$ cat config.mk
export PLATFORM = sky130hd
export DESIGN_NAME = stopwatch_lap_ctrl_flat
export DESIGN_NICKNAME = d
export VERILOG_FILES = /design/src/rtl/stopwatch_pkg.sv /design/src/rtl/stopwatch_lap_ctrl_if.sv /design/src/rtl/stopwatch_lap_ctrl_btn_edge_det.sv /design/src/rtl/stopwatch_lap_ctrl.sv /design/src/flat_wrapper.sv
export SDC_FILE = /design/constraint.sdc
export NUM_CORES = 1
export LEC_CHECK = 0
export CORE_MARGIN = 2
export CORE_UTILIZATION = 55
export DETAILED_ROUTE_END_ITERATION = 8
export PLACE_DENSITY = 0.85
export SETUP_SLACK_MARGIN = 0.5
export SLEW_MARGIN = 20
export SYNTH_ARGS = -nofsm -noshare
export SYNTH_HDL_FRONTEND = slang
export SYNTH_SLANG_ARGS = --single-unit
$ cat constraint.sdc
create_clock -name clk -period 3.4 [get_ports clk]
set_input_delay 0.51 -clock clk [delete_from_list [all_inputs] [get_ports clk]]
set_output_delay 0.51 -clock clk [all_outputs]
set_load 0.02 [all_outputs]
$ cat src/rtl/stopwatch_pkg.sv
// Shared definitions for the stopwatch control slice.
//   state_e   : control FSM encoding (IDLE / RUN / STOP / CLR)
//   sw_time_t : packed hour/min/sec/msec time value
//   CMD_*     : ASCII command bytes accepted from the PC link
package stopwatch_pkg;

  localparam int MSEC_W = 7;
  localparam int SEC_W  = 6;
  localparam int MIN_W  = 6;
  localparam int HOUR_W = 5;

  typedef enum logic [1:0] {
    IDLE = 2'd0,
    RUN  = 2'd1,
    STOP = 2'd2,
    CLR  = 2'd3
  } state_e;

  typedef struct packed {
    logic [HOUR_W-1:0] hour;
    logic [MIN_W-1:0]  min;
    logic [SEC_W-1:0]  sec;
    logic [MSEC_W-1:0] msec;
  } sw_time_t;

  localparam logic [7:0] CMD_RUN_UC = 8'h52;  // 'R'
  localparam logic [7:0] CMD_RUN_LC = 8'h72;  // 'r'
  localparam logic [7:0] CMD_CLR_UC = 8'h43;  // 'C'
  localparam logic [7:0] CMD_CLR_LC = 8'h63;  // 'c'
  localparam logic [7:0] CMD_LAP_UC = 8'h4C;  // 'L'
  localparam logic [7:0] CMD_LAP_LC = 8'h6C;  // 'l'

endpackage

$ cat src/rtl/stopwatch_lap_ctrl_if.sv
// PC command channel from the UART receiver.
//   pc_valid : one-cycle strobe, pc_data holds a received byte
//   pc_data  : ASCII command byte
// master = UART RX side, slave = stopwatch_lap_ctrl.
interface stopwatch_lap_ctrl_if;
  logic       pc_valid;
  logic [7:0] pc_data;

  modport master (output pc_valid, output pc_data);
  modport slave  (input  pc_valid, input  pc_data);
endinterface

$ cat src/rtl/stopwatch_lap_ctrl_btn_edge_det.sv
// Registered rising-edge detector for one debounced button level.
//   clk, rst : clock, asynchronous active-high reset
//   btn_i    : debounced button level
//   rise_o   : high in the cycle where btn_i is 1 and its registered copy is 0
module btn_edge_det (
  input  logic clk,
  input  logic rst,
  input  logic btn_i,
  output logic rise_o
);

  logic btn_q;

  // NOTE: sequential state uses non-blocking assignments so every flop samples
  // pre-edge values regardless of process ordering.
  always_ff @(posedge clk or posedge rst) begin
    if (rst) btn_q <= 1'b0;
    else     btn_q <= btn_i;
  end

  assign rise_o = btn_i & ~btn_q;

endmodule

$ cat src/rtl/stopwatch_lap_ctrl.sv
// Stopwatch control unit: sequences the datapath run_stop/clear pair from
// button and (optionally) PC commands, and implements a lap hold that freezes
// the display on a captured time while the datapath keeps counting.
//   clk, rst            : clock, asynchronous active-high reset
//   btn_run/clear/lap   : debounced button levels
//   pc                  : PC command channel (slave modport)
//   cur_*               : live datapath time
//   run_stop, clear     : datapath control (registered)
//   disp_*              : time shown on the FND (lap value while lap_hold)
//   lap_hold, lap_cnt   : lap hold flag, laps since last clear (saturating)
// Optional feature: define PC_CMD_EN to decode 'R'/'C'/'L' (either case) bytes
// from the PC channel; without it the channel is ignored.
module stopwatch_lap_ctrl
  import stopwatch_pkg::*;
#(
  parameter int HOLD_CYCLES = 300_000_000,
  parameter int LAP_MAX     = 15
) (
  input  logic                           clk,
  input  logic                           rst,
  input  logic                           btn_run,
  input  logic                           btn_clear,
  input  logic                           btn_lap,
  stopwatch_lap_ctrl_if.slave            pc,
  input  logic [MSEC_W-1:0]              cur_msec,
  input  logic [SEC_W-1:0]               cur_sec,
  input  logic [MIN_W-1:0]               cur_min,
  input  logic [HOUR_W-1:0]              cur_hour,
  output logic                           run_stop,
  output logic                           clear,
  output logic [MSEC_W-1:0]              disp_msec,
  output logic [SEC_W-1:0]               disp_sec,
  output logic [MIN_W-1:0]               disp_min,
  output logic [HOUR_W-1:0]              disp_hour,
  output logic                           lap_hold,
  output logic [$clog2(LAP_MAX+1)-1:0]   lap_cnt
);

  localparam int HOLD_W = $clog2(HOLD_CYCLES);
  localparam int LAP_W  = $clog2(LAP_MAX + 1);

  logic run_rise, clr_rise, lap_rise;
  logic pc_run, pc_clr, pc_lap;
  logic run_ev, clr_ev, lap_ev;

  state_e            state_q,    state_d;
  logic              run_stop_q, run_stop_d;
  logic              clear_q,    clear_d;
  logic              lap_hold_q, lap_hold_d;
  logic [HOLD_W-1:0] hold_cnt_q, hold_cnt_d;
  logic [LAP_W-1:0]  lap_cnt_q,  lap_cnt_d;
  sw_time_t          lap_q,      lap_d;
  sw_time_t          cur_time;

  btn_edge_det u_run_edge (.clk(clk), .rst(rst), .btn_i(btn_run),   .rise_o(run_rise));
  btn_edge_det u_clr_edge (.clk(clk), .rst(rst), .btn_i(btn_clear), .rise_o(clr_rise));
  btn_edge_det u_lap_edge (.clk(clk), .rst(rst), .btn_i(btn_lap),   .rise_o(lap_rise));

`ifdef PC_CMD_EN
  assign pc_run = pc.pc_valid & ((pc.pc_data == CMD_RUN_UC) || (pc.pc_data == CMD_RUN_LC));
  assign pc_clr = pc.pc_valid & ((pc.pc_data == CMD_CLR_UC) || (pc.pc_data == CMD_CLR_LC));
  assign pc_lap = pc.pc_valid & ((pc.pc_data == CMD_LAP_UC) || (pc.pc_data == CMD_LAP_LC));
`else
  // Channel kept on the port list but deliberately left dangling.
  logic unused_pc;
  assign unused_pc = ^{pc.pc_valid, pc.pc_data};
  assign pc_run    = 1'b0;
  assign pc_clr    = 1'b0;
  assign pc_lap    = 1'b0;
`endif

  // Button and PC sources merge into one event; clear beats run beats lap,
  // and a losing request is dropped rather than deferred.
  assign clr_ev = clr_rise | pc_clr;
  assign run_ev = (run_rise | pc_run) & ~clr_ev;
  assign lap_ev = (lap_rise | pc_lap) & ~clr_ev & ~(run_rise | pc_run);

  assign cur_time = '{hour: cur_hour, min: cur_min, sec: cur_sec, msec: cur_msec};

  // NOTE: every signal assigned here gets a default first, so no path can
  // leave it unassigned and infer a latch.
  always_comb begin
    state_d    = state_q;
    lap_hold_d = lap_hold_q;
    hold_cnt_d = hold_cnt_q;
    lap_cnt_d  = lap_cnt_q;
    lap_d      = lap_q;

    // Hold countdown runs in any state; a capture below overrides it.
    if (lap_hold_q) begin
      if (hold_cnt_q == '0) lap_hold_d = 1'b0;
      else                  hold_cnt_d = hold_cnt_q - 1'b1;
    end

    unique case (state_q)
      IDLE: begin
        if (clr_ev)      state_d = CLR;
        else if (run_ev) state_d = RUN;
      end
      RUN: begin
        if (run_ev) begin
          state_d = STOP;
        end else if (lap_ev) begin
          lap_d      = cur_time;
          lap_hold_d = 1'b1;
          hold_cnt_d = HOLD_W'(HOLD_CYCLES - 1);
          if (lap_cnt_q != LAP_W'(LAP_MAX)) lap_cnt_d = lap_cnt_q + 1'b1;
        end
      end
      STOP: begin
        if (clr_ev) begin
          state_d = CLR;
        end else if (run_ev) begin
          state_d = RUN;
        end else if (lap_ev) begin
          lap_hold_d = 1'b0;
          hold_cnt_d = '0;
        end
      end
      CLR: begin
        state_d    = IDLE;
        lap_d      = '0;
        lap_cnt_d  = '0;
        lap_hold_d = 1'b0;
        hold_cnt_d = '0;
      end
      default: state_d = IDLE;
    endcase

    // Outputs are registered from the next state so they change on the same
    // edge as the state itself.
    run_stop_d = (state_d == RUN);
    clear_d    = (state_d == CLR);
  end

  // NOTE: every flop, including the lap time registers, takes a defined reset
  // value; an abort mid-clear must leave no stale lap data behind.
  always_ff @(posedge clk or posedge rst) begin
    if (rst) begin
      state_q    <= IDLE;
      run_stop_q <= 1'b0;
      clear_q    <= 1'b0;
      lap_hold_q <= 1'b0;
      hold_cnt_q <= '0;
      lap_cnt_q  <= '0;
      lap_q      <= '0;
    end else begin
      state_q    <= state_d;
      run_stop_q <= run_stop_d;
      clear_q    <= clear_d;
      lap_hold_q <= lap_hold_d;
      hold_cnt_q <= hold_cnt_d;
      lap_cnt_q  <= lap_cnt_d;
      lap_q      <= lap_d;
    end
  end

  assign run_stop  = run_stop_q;
  assign clear     = clear_q;
  assign lap_hold  = lap_hold_q;
  assign lap_cnt   = lap_cnt_q;
  assign disp_msec = lap_hold_q ? lap_q.msec : cur_msec;
  assign disp_sec  = lap_hold_q ? lap_q.sec  : cur_sec;
  assign disp_min  = lap_hold_q ? lap_q.min  : cur_min;
  assign disp_hour = lap_hold_q ? lap_q.hour : cur_hour;

endmodule

$ cat src/flat_wrapper.sv
// flat-port wrapper written by rule: the top's interface ports become plain ports
module stopwatch_lap_ctrl_flat import stopwatch_pkg::*;
#(
  parameter int HOLD_CYCLES = 300_000_000,
  parameter int LAP_MAX     = 15
)
  (clk, rst, btn_run, btn_clear, btn_lap, cur_msec, cur_sec, cur_min, cur_hour, run_stop, clear, disp_msec, disp_sec, disp_min, disp_hour, lap_hold, lap_cnt, pc_pc_valid, pc_pc_data);
  stopwatch_lap_ctrl_if pc_i ();
  input  logic clk;
  input  logic rst;
  input  logic btn_run;
  input  logic btn_clear;
  input  logic btn_lap;
  input  logic [MSEC_W-1:0] cur_msec;
  input  logic [SEC_W-1:0] cur_sec;
  input  logic [MIN_W-1:0] cur_min;
  input  logic [HOUR_W-1:0] cur_hour;
  output logic run_stop;
  output logic clear;
  output logic [MSEC_W-1:0] disp_msec;
  output logic [SEC_W-1:0] disp_sec;
  output logic [MIN_W-1:0] disp_min;
  output logic [HOUR_W-1:0] disp_hour;
  output logic lap_hold;
  output logic [$clog2(LAP_MAX+1)-1:0] lap_cnt;
  input wire logic [$bits(pc_i.pc_valid)-1:0] pc_pc_valid;
  input wire logic [$bits(pc_i.pc_data)-1:0] pc_pc_data;
  assign pc_i.pc_valid = pc_pc_valid;
  assign pc_i.pc_data = pc_pc_data;
  stopwatch_lap_ctrl #(.HOLD_CYCLES(HOLD_CYCLES), .LAP_MAX(LAP_MAX)) u_core (.clk(clk), .rst(rst), .btn_run(btn_run), .btn_clear(btn_clear), .btn_lap(btn_lap), .pc(pc_i), .cur_msec(cur_msec), .cur_sec(cur_sec), .cur_min(cur_min), .cur_hour(cur_hour), .run_stop(run_stop), .clear(clear), .disp_msec(disp_msec), .disp_sec(disp_sec), .disp_min(disp_min), .disp_hour(disp_hour), .lap_hold(lap_hold), .lap_cnt(lap_cnt));
endmodule
---- After elaboration in Yosys (flattened, before gate mapping) ----
Index checks and enable logic that the tools add are counted.
word-level totals
  flip-flop bits (word level) ............. 65
  input bits .............................. 38
  output and inout port bits .............. 31
  logic and storage cells ................. 72
operators by class
  add/subtract/negate cells ............... 2
  eq/ne operators ......................... 9
  muxes and demuxes ....................... 31
  bitwise logic cells ..................... 11
  reduce and logical (&&, ||, !) cells .... 6
operators by type and width
  cell                     count
  $mux W29                 7
  $pmux W29 S3             1
  $mux W24                 2
  $pmux W24 S2             1
  $logic_not A29 Y1        1
  $sub A29 B1 Y29 const B  1
  $mux W4                  3
  $mux W6                  2
  $pmux W4 S2              1
  $mux W1                  7
  $mux W7                  1
  $and A1 B1 Y1            6
  $eq A2 B2 Y1 const B     3
  $mux W2                  3
  $pmux W2 S3              1
  $mux W5                  1
  $not A1 Y1               5
  $add A4 B1 Y4 const B    1
  $eq A2 B1 Y1 const B     2
  $ne A2 B1 Y1 const B     2
  $ne A4 B4 Y1 const B     1
  $reduce_and A4 Y1        1
  $pmux W1 S3              1
  $reduce_and A3 Y1        1
  other kinds (4)          4

---- Logic depth before layout (Yosys ltp) ----
  word-level depth ........................ 9
  mapped depth ............................ 9
  mapped depth without buffers ............ 7

---- Hierarchy ----
Synthesis repeated with hierarchy kept, for this count alone.
second synthesis, totals
  cell total of the unflattened synthesis .. 293
  area total of the unflattened synthesis .. 3243.1 um^2
modules (own cells, without submodules)
  module              times used  cells each  area each (um^2)  sequential area each (um^2)
  stopwatch_lap_ctrl  1           284         3115.5            1551.5
  btn_edge_det        3           3           42.5              25.0

---- Least setup slack after synthesis ----
Ideal clock, no wire load.
  path type ............................... register to register
  start point ............................. register u_core.lap_hold_q, in the netlist u_core.lap_hold
  end point ............................... register u_core.hold_cnt_q[11]
  library setup time ...................... 0.078 ns
  arrival ................................. 2.183 ns
  required time ........................... 3.322 ns
  path slack .............................. 1.139 ns
  cell stages (with the launch flop) ...... 8
  buffers on the path ..................... 2
  clock period less this slack ............ 2.261 ns
  path through ............................ dfrtp_1 buf_4 or4b_1 or2_0 a31o_2 buf_2 or4_1 a21oi_1
on the way
  longest elaborated chain between the ends .. 5
  elaborated cells on any way between the ends .. 7
  those cells by class .................... mux: 7
RTL lines
  item                       line                       source
  start, declared            stopwatch_lap_ctrl.sv:49   logic lap_hold_q, lap_hold_d;
  start signal, assigned     stopwatch_lap_ctrl.sv:151  lap_hold_q <= lap_hold_d;
  $mux W29 *                 stopwatch_lap_ctrl.sv:90   if (lap_hold_q) begin
  $mux W29                   stopwatch_lap_ctrl.sv:115  end else if (lap_ev) begin
  $mux W29                   stopwatch_lap_ctrl.sv:113  end else if (run_ev) begin
  $mux W29                   stopwatch_lap_ctrl.sv:111  if (clr_ev) begin
  $pmux W29 S3 *             stopwatch_lap_ctrl.sv:95   unique case (state_q)
  via u_core.hold_cnt_d[11]  stopwatch_lap_ctrl.sv:50   logic [HOLD_W-1:0] hold_cnt_q, hold_cnt_d;
  end signal, assigned       stopwatch_lap_ctrl.sv:152  hold_cnt_q <= hold_cnt_d;
  end, declared              stopwatch_lap_ctrl.sv:50
Mark *: on every way through the listed nets, which the timed path passes. The rest lies on a longest branch.
A chain may end at the register's enable or synchronous reset.

---- Worst setup path after layout ----
  start point ............................. register u_core.hold_cnt_q[8]
  end point ............................... register u_core.hold_cnt_q[8]
on the way
  longest elaborated chain between the ends .. 7
  elaborated cells on any way between the ends .. 10
  those cells by class .................... add/sub: 1; mux: 8; reduce/logical: 1
RTL lines
  item                                                  line                                                source
  $sub A29 B1 Y29 or $logic_not A29 Y1 (tied branches)  stopwatch_lap_ctrl.sv:92, stopwatch_lap_ctrl.sv:91
  $mux W29                                              stopwatch_lap_ctrl.sv:91                            if (hold_cnt_q == '0) lap_hold_d = 1'b0;
  $mux W29 *                                            stopwatch_lap_ctrl.sv:90
  $mux W29                                              stopwatch_lap_ctrl.sv:115
  $mux W29                                              stopwatch_lap_ctrl.sv:113
  $mux W29                                              stopwatch_lap_ctrl.sv:111
  $pmux W29 S3 *                                        stopwatch_lap_ctrl.sv:95
  via u_core.hold_cnt_d[8]                              stopwatch_lap_ctrl.sv:50
Marked as above.

==> impl_results.md <==
- Remaining global-route overflow: 0
- Proportion of layout cells with a drive suffix above 1: 17.86%
- Initial antenna violation count: 0
- R2R Setup Slk: 0.81 ns
- Slew Viols, Final: 0
- Starting Density: 56.44%
- Crit path launch type: flop
- Number of setup buffers added after CTS: 0
- Cell family with most CP delay: simple AND/OR/NAND/NOR gates
- Max Cap Viol: 0
- Period Utilization, post-route: 76.20%
- Mapped cell area: 3322 um2
- First-pass GRT wire length: 12.39 mm
- Worst R2R End: u_core.hold_cnt_q[8]
- Root Driver: clkbuf_8
- WS Path Type: flop to flop
- Final hold violations: 0
- Synthesized netlist cell count: 299
- Die height: 81.72 um
- Hold wc startpoint: u_core.lap_q[4]
- Commonest non-fill, non-tap cell in the layout: dfrtp_1
- Clock skew: 0.01029 ns
- Syn Area/Cell: about 11 um2
- CTS max path bufs: 2
- Lkg Pwr: 1.721 nW
- I/O pins: 69
- Fillers: 417
- Largest net degree at the start of global routing: 37
- Syn Nets: 340
- Final worst slack: 0.8091 ns
- Worst-path clk slew: 0.07 ns
- Wire per inst: approximately 17 um
- Port bufs: 59
- Die width: 81.72 um
- CP Data Arrival Time: 2.79 ns
- Vias in the first global route: 2712
- Layout area overhead: 26.25%
- Final setup viols: 0
- Remaining DRCs: 0
- Async set-reset flop share out of synthesis: 100.0%
- DIE AREA: 6677 um2
- Crit path time final: 2.591 ns
- Place WS: between 0.7 and 0.8 ns
- Clock tree sinks: 65
- Worst hold path cell count: 1
- Worst path buffer plus inverter count: 1
- Slew headroom: 46.66%
- Setup TNS: 0 ns
- Total Routing Usage GR: about 24%
- H-tree level count: 3
- # rows: 28
- Critical Path Sink Type: flop
- Yosys cell types: 46
- Power Dens Cells: roughly 870 nW/um2
- Synth warn: 0
- Required @ worst endpoint: 3.60 ns
- Hold_buf cts: 0
- Critical path, cell by cell: nor4_2 -> nand4b_2 -> nor3_1 -> buf_4 -> or4_1 -> a21oi_1
- Most frequent cells in the layout: dfrtp_1, clkdlybuf4s50_1, mux2_2
- RD Place Congestion: 0.8661
- Final wirelength: 7.460 mm
- Non-Filler Instances: 439
- Ant diodes: 0
- Max frequency: roughly 390 MHz
- Main synth FF type: dfrtp_1
- Reg2reg path depth: 6
- Worst skew pair latency: 0.34 ns
- CTS buffer count: 9
- CP max stage cell: nor3_1
- Pre-antenna DRT Iters: 4
- Detailed Route Iter0 Violations: ~100
- Hold Path Class: flop to flop
- CP max stage delay: 0.70 ns
- Placed cells: 424
- Via Count: 2710
- Worst-Margin Slew: approximately 0.8 ns
- Core ar.: 5886 um2
- Layout Utilization: a little over 70%
- Hold WS: about 0.51 ns
- Post-synthesis sequential area ratio: 48.96%
- Critical R2R Launch: u_core.hold_cnt_q[8]
- Post-synth EDFFs: 0
- End of the worst hold path: u_core.lap_q[4]
- Antenna-violating nets left: 0
- # resized after CTS: 0
- Status: complete, no violations
- Nets: 401
- Unrepaired setup endpoints after global routing: false
- Number of synthesized register bits: 65
- Worst vdd ir: 466.8 uV
- Hpwl dp: 5.164 mm
- Vias per cell: 6.173
- Worst-path fanout max: 9
- TritonCTS clock tree: yes
## registers in the layout (all words and copies together), names as in the netlist
| signal | count |
|---|---|
| u_core.hold_cnt_q | 29 |
| u_core.u_run_edge.btn_q | 1 |
| u_core.lap_hold | 1 |
| u_core.clear | 1 |
| u_core.lap_q | 24 |
| u_core.lap_cnt | 4 |
| u_core.u_clr_edge.btn_q | 1 |
| u_core.run_stop | 1 |
| u_core.u_lap_edge.btn_q | 1 |
| u_core.state_q | 2 |
## cells in the mapped netlist (5+ instances only)
cell       n  area share (%)
or3_1     13             2.4
or4_1     10             2.3
a31oi_1   10             1.9
mux2_2    26             8.8
o21ai_0   10             1.5
o31ai_1   13             2.9
nand2_1    9             1.0
xnor2_1    8             2.1
nor2_1    10             1.1
clkbuf_1  15             1.7
a22o_1    24             6.3
inv_1      7            0.79
nor3_1     5            0.75
dfrtp_1   65              49
a21oi_1   21             3.2
## report_power, final
part           leakage, nW  switching [mW]  internal (mW)
Combinational        0.785           0.888          0.808
Clock               0.0875           0.309          0.336
Sequential           0.849           0.244           1.06
Total                 1.72            1.44           2.20
## routing by layer
layer / GRT usage (%) / vias up / share of wire (%)
met5: 0 / - / 0
met3: 5.934 / 13 / 5.5
met4: 9.667 / 0 / 1.8
li1: - / 1273 / -
met2: 41.23 / 73 / 50
met1: 29.91 / 1351 / 43
## kinds of logic (layout without fill, tap and decap cells)
logic type,after synthesis,after routing,synth area share [%]
AO/OA/AOI/OAI,93,93,20.49
AND/OR/NAND/NOR,76,76,14.65
flip-flops,65,65,48.96
multiplexers,27,27,9.115
buffers and inverters,25,90,3.013
XOR/XNOR,10,10,2.637
adder cells (fa/ha/maj),3,3,1.130
## worst max-delay path by stage
stage | slack, ns | start | depth (start not counted) | endpoint
after global placement | 0.85 | btn_clear | 6 | u_core.hold_cnt_q[26]
final | 0.81 | u_core.hold_cnt_q[8] | 6 | u_core.hold_cnt_q[8]
after detailed placement | 0.80 | btn_clear | 5 | u_core.lap_q[16]
after global routing | 0.65 | u_core.hold_cnt_q[8] | 6 | u_core.hold_cnt_q[8]
after CTS | 0.80 | u_core.hold_cnt_q[10] | 6 | u_core.hold_cnt_q[12]
after floorplan | 1.14 | u_core.lap_hold | 7 | u_core.hold_cnt_q[11]
## cell type report
| cell class | instances | area (um2) | area share, % |
|---|---|---|---|
| flip-flops and latches | 65 | 1627 | 38.78 |
| multi-input cells | 209 | 1595 | 38.04 |
| repair buffers | 68 | 658.1 | 15.69 |
| clock buffers | 9 | 123.9 | 2.953 |
| well taps | 75 | 93.84 | 2.237 |
| clock inverters | 6 | 70.07 | 1.671 |
| inverters | 7 | 26.28 | 0.6265 |
## through the flow
| stage | total power [mW] | area (um2) |
|---|---|---|
| after CTS | 3.650 | 4194 |
| after global placement | 2.921 | 4000 |
| after global routing | 3.863 | 4194 |
| final | 3.639 | 4194 |
| after detailed placement | 2.993 | 4000 |
| after floorplan | 2.420 | 3322 |
## worst reg2reg max path, delay by kind of cell (launching register included)
kind | cells | cell delay (ns)
compound gates | 1 | 0.06
simple gates | 4 | 1.67
buf+inv | 1 | 0.26
flops | 1 | 0.46
No activity file was read; power rests on OpenSTA's default activity.
